$ cat src/rtl/edge_event_pkg.sv
// Shared constants and helpers for the edge event counter slice.
package edge_event_pkg;

  localparam int unsigned EDGE_RISE = 0;
  localparam int unsigned EDGE_FALL = 1;
  localparam int unsigned EDGE_BOTH = 2;

  // All-ones value of a counter of the given width.
  function automatic longint unsigned cnt_max(int unsigned width);
    return (64'd1 << width) - 64'd1;
  endfunction

endpackage

$ cat src/rtl/sync_edge_detect.sv
// Synchronises an asynchronous event line and flags the selected edge once the
// chain has settled after reset.
module sync_edge_detect
  import edge_event_pkg::*;
#(
  parameter int unsigned SYNC_STAGES = 2,
  parameter int unsigned EDGE_MODE   = EDGE_RISE
) (
  input  logic i_clk,
  input  logic i_rstn,
  input  logic i_evt_in,
  output logic o_edge
);

  localparam int unsigned ArmW = $clog2(SYNC_STAGES + 2);
  localparam logic [ArmW-1:0] ArmDone = ArmW'(SYNC_STAGES + 1);

  logic [SYNC_STAGES-1:0] r_sync;
  logic                   r_hist;
  logic [ArmW-1:0]        r_arm;

  logic w_s;
  logic w_rise;
  logic w_fall;
  logic w_sel;
  logic w_armed;

  assign w_s     = r_sync[SYNC_STAGES-1];
  assign w_rise  = w_s & ~r_hist;
  assign w_fall  = ~w_s & r_hist;
  assign w_armed = (r_arm == ArmDone);

  always_comb begin
    w_sel = 1'b0;
    case (EDGE_MODE)
      EDGE_RISE: w_sel = w_rise;
      EDGE_FALL: w_sel = w_fall;
      default:   w_sel = w_rise | w_fall;
    endcase
  end

  assign o_edge = w_sel & w_armed;

  // History keeps tracking while disarmed so the first armed cycle sees a settled pair.
  always_ff @(posedge i_clk) begin
    if (!i_rstn) begin
      r_sync <= '0;
      r_hist <= 1'b0;
      r_arm  <= '0;
    end else begin
      r_sync <= {r_sync[SYNC_STAGES-2:0], i_evt_in};
      r_hist <= w_s;
      if (!w_armed) begin
        r_arm <= r_arm + 1'b1;
      end
    end
  end

endmodule

$ cat src/rtl/edge_event_counter.sv
// Single-clock up/down event counter with load, clear, terminal count and a
// sticky wrap flag, fed by a synchronised edge detector.
module edge_event_counter
  import edge_event_pkg::*;
#(
  parameter int unsigned WIDTH       = 4,
  parameter int unsigned EDGE_MODE   = EDGE_RISE,
  parameter int unsigned SYNC_STAGES = 2
) (
  input  logic             i_clk,
  input  logic             i_rstn,
  input  logic             i_evt_in,
  input  logic             i_en,
  input  logic             i_up_dn,
  input  logic             i_load,
  input  logic [WIDTH-1:0] i_load_val,
  input  logic             i_clr,
  output logic [WIDTH-1:0] o_cnt,
  output logic             o_tc,
  output logic             o_ovf,
  output logic             o_evt_pulse
);

  localparam logic [WIDTH-1:0] CntMax = WIDTH'(cnt_max(WIDTH));

  logic [WIDTH-1:0] r_cnt;
  logic             r_ovf;
  logic             r_evt_pulse;

  logic             w_edge;
  logic [WIDTH-1:0] w_cnt_nxt;
  logic             w_ovf_nxt;

  sync_edge_detect #(
    .SYNC_STAGES(SYNC_STAGES),
    .EDGE_MODE  (EDGE_MODE)
  ) u_sync_edge_detect (
    .i_clk   (i_clk),
    .i_rstn  (i_rstn),
    .i_evt_in(i_evt_in),
    .o_edge  (w_edge)
  );

  // Clear beats load beats count; an event colliding with either is dropped.
  always_comb begin
    w_cnt_nxt = r_cnt;
    w_ovf_nxt = r_ovf;
    if (i_clr) begin
      w_cnt_nxt = '0;
      w_ovf_nxt = 1'b0;
    end else if (i_load) begin
      w_cnt_nxt = i_load_val;
    end else if (i_en && w_edge) begin
      if (i_up_dn) begin
        w_cnt_nxt = r_cnt + 1'b1;
        if (r_cnt == CntMax) begin
          w_ovf_nxt = 1'b1;
        end
      end else begin
        w_cnt_nxt = r_cnt - 1'b1;
        if (r_cnt == '0) begin
          w_ovf_nxt = 1'b1;
        end
      end
    end
  end

  always_ff @(posedge i_clk) begin
    if (!i_rstn) begin
      r_cnt       <= '0;
      r_ovf       <= 1'b0;
      r_evt_pulse <= 1'b0;
    end else begin
      r_cnt       <= w_cnt_nxt;
      r_ovf       <= w_ovf_nxt;
      r_evt_pulse <= w_edge;
    end
  end

  assign o_cnt       = r_cnt;
  assign o_ovf       = r_ovf;
  assign o_evt_pulse = r_evt_pulse;
  assign o_tc        = i_up_dn ? (r_cnt == CntMax) : (r_cnt == '0);

endmodule

$ cat config.mk
export PLATFORM = sky130hd
export DESIGN_NAME = edge_event_counter
export DESIGN_NICKNAME = d
export VERILOG_FILES = /design/src/rtl/edge_event_pkg.sv /design/src/rtl/sync_edge_detect.sv /design/src/rtl/edge_event_counter.sv
export SDC_FILE = /design/constraint.sdc
export NUM_CORES = 1
export LEC_CHECK = 0
export BUFFER_PORTS_ARGS = -buffer_cell sky130_fd_sc_hd__buf_4
export CAP_MARGIN = 20
export CORE_MARGIN = 5
export CORE_UTILIZATION = 40
export DETAILED_ROUTE_END_ITERATION = 8
export PLACE_DENSITY_LB_ADDON = 0.05
export SLEW_MARGIN = 30
export SYNTH_ARGS = -nofsm -noshare
export SYNTH_HDL_FRONTEND = slang
export SYNTH_SLANG_ARGS = --single-unit
$ cat constraint.sdc
create_clock -name i_clk -period 1.5 [get_ports i_clk]
set_input_delay 0 -clock i_clk [delete_from_list [all_inputs] [get_ports i_clk]]
set_output_delay 0 -clock i_clk [all_outputs]
set_load 0.03 [all_outputs]
==> results.ini <==
[outcome]
status = finished, violations left
violations = setup timing

[placed_design]
hpwl_um = 858
io_buffers = 17
gp_congestion = 0.709
place_area_um2 = 732
pre_cts_ws_ps = -0.436

[global_route]
gr-total-overflow = 0
track_usage_pct = 13.3
met1_usage_pct = 18.5
grt_first_pass_wirelength_um = 1970
grt_max_degree = 9
antenna_found_initial = 0
top_usage_layer = met1
grt_pass1_vias = 419
grt_use_met3_pct = 5.26
met2_usage_pct = 18.4

[floorplanning]
boundaryPins = 18
initial_utilization_pct = 42.5
die_h_um = 47.4
rows = 13
die_width_um = 47.4
dieArea_mm2 = 0.00225
coreArea_mm2 = 0.00132

[setup_path]
worst_ep_required_time_ps = 1500
endpoint_kind = output port
setup.worst_path.class = flip-flop to output port
ff2ff_path_depth = 5
crit_fanout = 5
critPathArrivalTime_ps = 1510
crit_path_start_kind = flip-flop

[clocking]
clockBufferDepth = 2
htree_levels = 1
cts_tree = built
insertion_delay_ps = 270
clockRootBuffer = clkbuf_4
clk_pin_slew_worst_paths_ps = 80
cts_sinks = 11
cts_buffers = 3

[timing]
rsz0062_at_grt = true
clock.fmax_mhz = 660
fin_tns_setup_ps = -14.9
final.setup.worst_slack_ps = -14.9
min_period_over_period_pct = 101
tightest_slew_ps = 240
max-slew-margin-rel_pct = 83.9
finalMaxSlewViolations = 0
min_period_ps = 1510
setup_viol = 1
finalClockSkew_ps = 0.903
hold_violations = 0

[logic_synthesis]
ys_top_cells_by_count = dfxtp_1, and2_1, mux2i_1, nor2_1
syn_area_um2 = 561
synth_compound_area_share_pct = 4.91
yosysTopAreaCellShare_pct = 39.3
synth_cell_types = 27
yosys-mux-area-fraction_pct = 11.6
ys.flop_type = dfxtp_1
synthXorXnorAreaFrac_pct = 4.69
synth_edf_count = 0
yosys.area_share.simple_pct = 27.7
ys_ff_latch = 11
synth_top_family_by_area = simple AND/OR/NAND/NOR gates
synth_fa_ha_area_share_pct = 10.3
syn_avg_cell_area_um2 = 10.6
yosysWarnings = 0
synth_area_leaders = dfxtp_1, mux2i_1, ha_1
syn-num-nets = 68
synth_cells = 53
ys_seq_area_share_pct = 39.3
post-synth-top-count-cell = dfxtp_1
synthArstFlopShare_pct = 0
synth_area_leader_cell = dfxtp_1

[run]
max_cap_violations = 0

[final_layout]
drive_gt1_share_pct = 43.8
antenna_cells = 0
nets = 96
seq_area_um2 = 230
fillCellCount = 111
multiInputGateArea_um2 = 370
area_growth_pct = 50.9
fin_area_um2 = 846

[power]
p_leak_nw = 0.388
ir_drop_mv = 0.553
powerDensity_mw_per_mm2 = 827

[routing]
vias = 459
drt_iter0_drc = 3
viasPerCell = 4.83
drtAntennaViolNets = 0
drt-total-wl_um = 1280
drt-pass1-iter-count = 4
drc = 0
routedWlPerCell_um = 13.5

[hold_path]
hold_class = input port to flip-flop
holdPathStages = 4

[where the power goes]
part / switching (mW) / internal [mW]
Sequential: 0.0154 / 0.311
Clock: 0.112 / 0.103
Combinational: 0.0690 / 0.0899
Total: 0.196 / 0.504
[per-stage QoR]
stage	total power, mW	utilization, %	std cells	hold WS [ps]
after detailed placement	0.467	55.6	86	212
after global placement	0.464	55.6	86	208
after CTS	0.694	62.2	95	26.6
after floorplan	0.416	-	53	122
after global routing	0.736	64.2	95	58.1
final	0.700	64.2	95	29.3
[timing repair]
item | 4_1_cts | 5_1_grt
buffers inserted | 0 | 0
hold buffers | 5 | 0
gates resized for setup | 3 | 6
endpoints found under the hold margin | 5 | 0
pin swaps | 0 | 2
setup endpoints to repair | 2 | 4
[critical path: stages, from the launching register on]
cell and delay [ps]:
dfxtp_4 370, or4_4 530, mux2i_4 190, buf_6 160
[final timing paths]
| check | startpoint | to | slack [ps] |
|---|---|---|---|
| worst max-delay path | o_cnt[2] | o_tc | -10 |
| worst min register to register | u_sync_edge_detect.r_sync[0] | u_sync_edge_detect.r_sync[1] | 460 |
| worst min-delay path | i_load_val[2] | o_cnt[2] | 30 |
| worst max register to register | o_cnt[2] | o_cnt[3] | 40 |
[layer usage]
metal  up-vias  routed length (um)
li1        242                   -
met5         -                   0
met3         2                  97
met1       201                 620
met2        14                 553
met4         0                  11
[sequential cells by signal (all words and copies together) (netlist names)]
name,cells
u_sync_edge_detect.r_arm,2
o_evt_pulse,1
u_sync_edge_detect.r_sync,2
u_sync_edge_detect.r_hist,1
o_ovf,1
o_cnt,4
[cell type report]
type                            count  area share (%)
Multi-Input combinational cell     40            43.8
Inverter                            1           0.444
Clock buffer                        4            3.11
Timing Repair Buffer               24            23.2
Sequential cell                    11            27.2
Tap cell                           15            2.22
[kinds of logic after synthesis]
logic type / Yosys count
muxes: 6
AOI/OAI and AO/OA: 5
and+or+nand+nor: 22
buffers and inverters: 2
DFF: 11
adders and majority gates: 4
xor gates and xnor gates: 3
[layout by cell type, fill, tap and decap left out, types with 2 or more instances in the layout]
cell,netlist,routed
and2_1,4,4
nor2_1,4,4
xnor2_1,2,2
clkbuf_4,0,3
nand2b_1,2,2
dfxtp_2,0,2
dfxtp_4,0,2
mux2i_1,4,4
nor2b_1,3,3
dlygate4sd3_1,0,5
buf_4,0,18
dfxtp_1,11,7
Note: power is estimated with default switching activity, not from simulation.
